==> src/rtl/draw_pkg.sv <==
// draw_pkg: definitions shared by the sprite draw sequencer and its pixel mux.
//   draw_state_t  - sequencer FSM state encoding
//   TRANSP_COLOUR - colour code drawers use for "no pixel here"
//   dir_t         - sprite direction codes used by the drawers
package draw_pkg;

  typedef enum logic [2:0] {
    ST_IDLE    = 3'd0,
    ST_SCAN    = 3'd1,
    ST_GRANT   = 3'd2,
    ST_RELEASE = 3'd3,
    ST_DONE    = 3'd4
  } draw_state_t;

  localparam logic [5:0] TRANSP_COLOUR = 6'h3F;

  typedef enum logic [1:0] {
    DIR_UP    = 2'd0,
    DIR_DOWN  = 2'd1,
    DIR_LEFT  = 2'd2,
    DIR_RIGHT = 2'd3
  } dir_t;

endpackage

==> src/rtl/draw_pixel_mux.sv <==
// draw_pixel_mux: selects the granted drawer's pixel from the packed source
// buses, drops transparent pixels, and registers the result for the VGA port.
//   clock, reset     - system clock, synchronous active-high reset
//   grant            - sequencer is in GRANT this cycle
//   sel              - index of the granted drawer
//   src_x/y/colour   - packed per-drawer pixel buses (source i at [i*W +: W])
//   src_write        - per-drawer write strobes
//   vga_x/y/colour   - registered pixel, holds its last value outside GRANT
//   vga_write        - registered write enable, 0 outside GRANT
module draw_pixel_mux
  import draw_pkg::*;
#(
  parameter int N_SRC = 3,
  parameter int XW    = 9,
  parameter int YW    = 8,
  parameter int CW    = 6,
  parameter int SW    = 2,
  parameter logic [CW-1:0] TRANSP = CW'(TRANSP_COLOUR)
) (
  input  logic                clock,
  input  logic                reset,
  input  logic                grant,
  input  logic [SW-1:0]       sel,
  input  logic [N_SRC*XW-1:0] src_x,
  input  logic [N_SRC*YW-1:0] src_y,
  input  logic [N_SRC*CW-1:0] src_colour,
  input  logic [N_SRC-1:0]    src_write,
  output logic [XW-1:0]       vga_x,
  output logic [YW-1:0]       vga_y,
  output logic [CW-1:0]       vga_colour,
  output logic                vga_write
);

  logic [XW-1:0] pix_x_s;
  logic [YW-1:0] pix_y_s;
  logic [CW-1:0] pix_colour_s;
  logic          pix_write_s;

  // Slice the granted drawer's pixel out of the packed buses.
  always_comb begin
    pix_x_s      = src_x[int'(sel)*XW +: XW];
    pix_y_s      = src_y[int'(sel)*YW +: YW];
    pix_colour_s = src_colour[int'(sel)*CW +: CW];
    pix_write_s  = src_write[sel] && (pix_colour_s != TRANSP);
  end

  // Output register: coordinates track the granted drawer, writes only in GRANT.
  always_ff @(posedge clock) begin
    if (reset) begin
      vga_x      <= {XW{1'b0}};
      vga_y      <= {YW{1'b0}};
      vga_colour <= {CW{1'b0}};
      vga_write  <= 1'b0;
    end else if (grant) begin
      vga_x      <= pix_x_s;
      vga_y      <= pix_y_s;
      vga_colour <= pix_colour_s;
      vga_write  <= pix_write_s;
    end else begin
      vga_write  <= 1'b0;
    end
  end

endmodule

==> src/rtl/draw_sequencer.sv <==
// draw_sequencer: once per frame_tick, grants draw_req to each enabled drawer
// in index order (higher index paints over lower), waits for its done or a
// timeout, and forwards the granted drawer's pixels to the VGA adapter.
//   clock, reset       - system clock, synchronous active-high reset
//   frame_tick         - one-cycle frame start pulse
//   src_en / src_done  - per-drawer enable and draw_done
//   src_x/y/colour     - packed per-drawer pixel buses
//   src_write          - per-drawer VGA write strobe
//   draw_req           - one-hot grant, 0 when not granting
//   vga_x/y/colour/write - registered pixel output
//   busy, frame_done   - frame in progress / one-cycle completion pulse
//   timeout_err, overrun_err - sticky error flags, cleared only by reset
module draw_sequencer
  import draw_pkg::*;
#(
  parameter int N_SRC   = 3,
  parameter int TIMEOUT = 1024,
  parameter int XW      = 9,
  parameter int YW      = 8,
  parameter int CW      = 6,
  parameter logic [CW-1:0] TRANSP = CW'(TRANSP_COLOUR)
) (
  input  logic                clock,
  input  logic                reset,
  input  logic                frame_tick,
  input  logic [N_SRC-1:0]    src_en,
  input  logic [N_SRC-1:0]    src_done,
  input  logic [N_SRC*XW-1:0] src_x,
  input  logic [N_SRC*YW-1:0] src_y,
  input  logic [N_SRC*CW-1:0] src_colour,
  input  logic [N_SRC-1:0]    src_write,
  output logic [N_SRC-1:0]    draw_req,
  output logic [XW-1:0]       vga_x,
  output logic [YW-1:0]       vga_y,
  output logic [CW-1:0]       vga_colour,
  output logic                vga_write,
  output logic                busy,
  output logic                frame_done,
  output logic                timeout_err,
  output logic                overrun_err
);

  // idx needs one extra bit so it can step past the last drawer.
  localparam int IW = $clog2(N_SRC) + 1;
  localparam int SW = (N_SRC > 1) ? $clog2(N_SRC) : 1;
  localparam int TW = $clog2(TIMEOUT) + 1;
  localparam logic [IW-1:0]    IDX_LAST = IW'(N_SRC - 1);
  localparam logic [IW-1:0]    IDX_END  = IW'(N_SRC);
  localparam logic [TW-1:0]    CNT_LAST = TW'(TIMEOUT - 1);
  localparam logic [N_SRC-1:0] REQ_ONE  = N_SRC'(1);

  draw_state_t   state_r;
  logic [IW-1:0] idx_r;
  logic [TW-1:0] cnt_r;
  logic [SW-1:0] idx_sel_s;
  logic          grant_s;

  // Clamp idx so the bus selects never reach past the last drawer.
  always_comb begin
    if (idx_r < IDX_END) begin
      idx_sel_s = idx_r[SW-1:0];
    end else begin
      idx_sel_s = {SW{1'b0}};
    end
    grant_s = (state_r == ST_GRANT);
  end

  // Frame sequencing FSM with all control outputs registered.
  always_ff @(posedge clock) begin
    if (reset) begin
      state_r     <= ST_IDLE;
      idx_r       <= {IW{1'b0}};
      cnt_r       <= {TW{1'b0}};
      draw_req    <= {N_SRC{1'b0}};
      busy        <= 1'b0;
      frame_done  <= 1'b0;
      timeout_err <= 1'b0;
      overrun_err <= 1'b0;
    end else begin
      frame_done <= 1'b0;
      // A tick outside IDLE (DONE included) is flagged and otherwise ignored.
      if (frame_tick && (state_r != ST_IDLE)) begin
        overrun_err <= 1'b1;
      end
      case (state_r)
        ST_IDLE: begin
          if (frame_tick) begin
            state_r <= ST_SCAN;
            idx_r   <= {IW{1'b0}};
            busy    <= 1'b1;
          end
        end
        ST_SCAN: begin
          if (idx_r >= IDX_END) begin
            state_r    <= ST_DONE;
            frame_done <= 1'b1;
          end else if (src_en[idx_sel_s]) begin
            state_r  <= ST_GRANT;
            cnt_r    <= {TW{1'b0}};
            draw_req <= REQ_ONE << idx_sel_s;
          end else begin
            idx_r <= idx_r + {{(IW-1){1'b0}}, 1'b1};
            // Skipping the last drawer ends the frame without an extra scan.
            if (idx_r == IDX_LAST) begin
              state_r    <= ST_DONE;
              frame_done <= 1'b1;
            end
          end
        end
        ST_GRANT: begin
          cnt_r <= cnt_r + {{(TW-1){1'b0}}, 1'b1};
          if (src_done[idx_sel_s]) begin
            state_r  <= ST_RELEASE;
            draw_req <= {N_SRC{1'b0}};
          end else if (cnt_r == CNT_LAST) begin
            state_r     <= ST_RELEASE;
            draw_req    <= {N_SRC{1'b0}};
            timeout_err <= 1'b1;
          end
        end
        ST_RELEASE: begin
          // One idle cycle lets the drawer see draw_req low and drop its done.
          state_r <= ST_SCAN;
          idx_r   <= idx_r + {{(IW-1){1'b0}}, 1'b1};
          cnt_r   <= {TW{1'b0}};
        end
        ST_DONE: begin
          state_r <= ST_IDLE;
          busy    <= 1'b0;
        end
        default: begin
          state_r  <= ST_IDLE;
          draw_req <= {N_SRC{1'b0}};
          busy     <= 1'b0;
        end
      endcase
    end
  end

  draw_pixel_mux #(
    .N_SRC (N_SRC),
    .XW    (XW),
    .YW    (YW),
    .CW    (CW),
    .SW    (SW),
    .TRANSP(TRANSP)
  ) u_pixel_mux (
    .clock     (clock),
    .reset     (reset),
    .grant     (grant_s),
    .sel       (idx_sel_s),
    .src_x     (src_x),
    .src_y     (src_y),
    .src_colour(src_colour),
    .src_write (src_write),
    .vga_x     (vga_x),
    .vga_y     (vga_y),
    .vga_colour(vga_colour),
    .vga_write (vga_write)
  );

endmodule
==> config.mk <==
export PLATFORM = sky130hd
export DESIGN_NAME = draw_sequencer
export DESIGN_NICKNAME = d
export VERILOG_FILES = /design/src/rtl/draw_pkg.sv /design/src/rtl/draw_pixel_mux.sv /design/src/rtl/draw_sequencer.sv
export SDC_FILE = /design/constraint.sdc
export NUM_CORES = 1
export LEC_CHECK = 0
export BUFFER_PORTS_ARGS = -buffer_cell sky130_fd_sc_hd__buf_2
export CORE_UTILIZATION = 24
export CTS_CLUSTER_SIZE = 10
export DETAILED_ROUTE_END_ITERATION = 10
export GPL_ROUTABILITY_DRIVEN = 0
export SLEW_MARGIN = 15
export SYNTH_ARGS = -nofsm -noshare
export SYNTH_HDL_FRONTEND = slang
export SYNTH_HIERARCHICAL = 1
export SYNTH_SLANG_ARGS = --single-unit
==> constraint.sdc <==
create_clock -name clock -period 3.1 [get_ports clock]
set_clock_uncertainty 0.15 [all_clocks]
set_input_delay 0.31 -clock clock [delete_from_list [all_inputs] [get_ports clock]]
set_output_delay 0.31 -clock clock [all_outputs]
set_load 0.01 [all_outputs]
==> flow_summary.json <==
{
  "status": "completed",
  "pre_cts_slack_ns": 0.613,
  "dieArea_mm2": 0.0117,
  "fin_setup_tns_ns": 0,
  "wl_um": 7790,
  "rsz0062_at_grt": "false",
  "die_height_um": 108,
  "first_iter_violations": 166,
  "die_w_um": 108,
  "grt_overflow": 0,
  "ios": 112,
  "slew_violations": 0,
  "report.power.total_mw": 1.64,
  "final_util_pct": 31.9,
  "hold_violations": 0,
  "crit_type": "register to register",
  "post-cts-setup-buffer-count": 0,
  "port_buffers": 111,
  "first_pass_iters": 4,
  "clock_latency_ns": 0.31,
  "netSwitchingFraction_pct": 29.8,
  "max-cap-violations": 0,
  "fillers": 1134,
  "antenna_found_initial": 0,
  "holdBufCountCts": 0,
  "whs_ns": 0.153,
  "start_util_pct": 24.8,
  "max_stage_delay_ns": 0.58,
  "dp_hpwl_um": 5860,
  "period_needed_ns": 2.53,
  "synth_cell_type_count": 51,
  "cts.sinks": 48,
  "crit_family": "compound AO/OA/AOI/OAI gates",
  "p_seq_share_pct": 42.3,
  "synthTopCellsByCount": "56 x nor2_1, 48 x dfxtp_1, 35 x a21oi_1",
  "syn-num-nets": 404,
  "insertedDiodeCount": 0,
  "grt_max_degree": 50,
  "tightest_slew_ns": 0.692,
  "cts_tree": "built",
  "cts-htree-levels": 2,
  "post_cts_resized": 0,
  "clockBufferDepth": 2,
  "synth_ff_type": "dfxtp_1",
  "grtUsageTotal_pct": 14.2,
  "ys_warn_count": 6,
  "finalSetupViolCount": 0,
  "worst_slack_ns": 0.574,
  "async_flop_share_pct": 0,
  "drive_above_1_share_pct": 32.4,
  "p_clk_share_pct": 33.6,
  "syn_inst": 319,
  "placement_rows": 38,
  "max_clock_freq_ghz": 0.396,
  "synth-edff-count": 0,
  "cts_root_buf": "clkbuf_8",
  "syn_area_mm2": 0.00270,
  "synth_top_area_cell": "dfxtp_1",
  "core_mm2": 0.0109,
  "ant_nets": 0,
  "vdd_drop_max_mv": 0.199,
  "drc": 0,
  "power_density_mw_per_mm2": 473,
  "end_kind": "register",
  "numCtsBuffers": 5,
  "path_buf_inv": 1,
  "synthTopCellsByArea": "dfxtp_1 36%, mux2i_1 10%, nor2_1 7.8%",
  "power.net_switching_mw": 0.490,
  "crit_slowest_cell": "dfxtp_1",
  "synth_seq_cells": 48,
  "path_cells": "inv_1 > ha_1 > a2111oi_4 > a21oi_2 > or4_1 > a21oi_1",
  "combPwrFrac_pct": 24.0,
  "area_growth_pct": 28.6,
  "seq_area_frac_synth_pct": 35.5,
  "netlist.area_leader.share_pct": 35.5,
  "p_int_mw": 1.15,
  "synthMostInstantiatedCell": "nor2_1",
  "p_leak_nw": 1.40,
  "via_count": 2722,
  "crit_fanout": 20,
  "path_clk_slew_ns": 0.09,
  "startpoint_type": "register",
  "nets": 504,
  "finalCritPeriodShare_pct": 81.5,
  "max_slew_margin_pct": 53.9,
  "critPathArrivalTime_ns": 2.62,
  "post_drt_via_cell_ratio": 4.86,
  "required_ns": 3.19,
  "holdCritPathClass": "input port to register",
  "grt_pass1_wl_um": 13000,
  "avgSynthCellArea_um2": 8.48,
  "wl_per_cell_um": 13.9,
  "grt_pass1_vias": 2604
}
==> routing by layer <==
| layer | GRT usage (%) | vias up | wire (um) |
|---|---|---|---|
| met4 | 4.40 | 0 | 114 |
| li1 | - | 1367 | - |
| met2 | 23.8 | 76 | 3700 |
| met1 | 18.3 | 1272 | 3650 |
| met3 | 2.53 | 7 | 326 |
| met5 | 0 | - | 0 |
==> final cells by class <==
type                       instances  area (um^2)  share of cell area [%]
sequential                        48          961                    27.6
multi-input combinational        240         1580                    45.4
clock buffer                       5         68.8                    1.98
tap                              140          175                    5.04
clock inverter                     3         68.8                    1.98
timing repair buffer             117          601                    17.3
inverter                           7         26.3                   0.755
==> worst min-delay path, cell delays in order <==
cell and delay [ns]:
buf_2 0.13, a21oi_1 0.07, nor2_1 0.07
==> logic make-up (layout without fill, tap and decap cells) <==
| family | count (synthesis) | after routing | synth area share [%] |
|---|---|---|---|
| flip-flops | 48 | 48 | 35.5 |
| buffers and inverters | 31 | 132 | 6.48 |
| AO/OA/AOI/OAI | 97 | 97 | 25.0 |
| XOR/XNOR | 1 | 1 | 0.324 |
| adder cells (fa/ha/maj) | 4 | 4 | 1.85 |
| multiplexers | 27 | 27 | 10.0 |
| AND/OR/NAND/NOR | 111 | 111 | 20.8 |
==> through the flow <==
stage,area (um^2),std cells
floorplan,2700,319
global placement,3340,552
detailed placement,3340,552
CTS,3480,560
global route,3480,560
finish,3480,560
==> path summary, 6_finish.rpt <==
kind / start / end / slack, ns / cells after the start
setup / recovery: idx_r[2] / cnt_r[5] / 0.57 / 6
hold / removal: frame_tick / overrun_err / 0.15 / 3
hold reg to reg: cnt_r[10] / cnt_r[10] / 0.33 / 2
setup reg to reg: idx_r[2] / cnt_r[5] / 0.57 / 6
==> cell usage in the layout (no fill, tap or decap), types with 4 or more instances in the layout <==
cell / netlist / routed
a2bb2oi_1: 5 / 5
buf_4: 1 / 6
nor2_1: 56 / 56
or3_1: 6 / 6
clkbuf_8: 0 / 5
o31ai_1: 6 / 6
o21ai_0: 6 / 6
nand2b_1: 5 / 5
a21oi_1: 35 / 35
nand3_1: 5 / 5
nand2_1: 14 / 14
buf_2: 7 / 111
inv_1: 7 / 7
dfxtp_1: 48 / 48
ha_1: 4 / 4
a211oi_1: 25 / 25
or4_1: 5 / 5
nor2b_1: 4 / 4
mux2i_1: 27 / 27
==> state kept, by name, summed over array words and instances (netlist names) <==
| register | count |
|---|---|
| u_pixel_mux/vga_colour | 6 |
| state_r | 3 |
| overrun_err | 1 |
| u_pixel_mux/vga_x | 9 |
| idx_r | 3 |
| timeout_err | 1 |
| u_pixel_mux/vga_write | 1 |
| cnt_r | 11 |
| busy | 1 |
| frame_done | 1 |
| draw_req | 3 |
| u_pixel_mux/vga_y | 8 |
==> power by group through the flow <==
stage	sequential [mW]	clock, mW	combinational [mW]
3_5_place_dp	0.710	0	0.396
5_1_grt	0.704	0.596	0.443
2_1_floorplan	0.715	0	0.252
3_3_place_gp	0.711	0	0.392
6_report	0.696	0.553	0.395
4_1_cts	0.697	0.568	0.397
No activity file was read; power rests on OpenSTA's default activity.
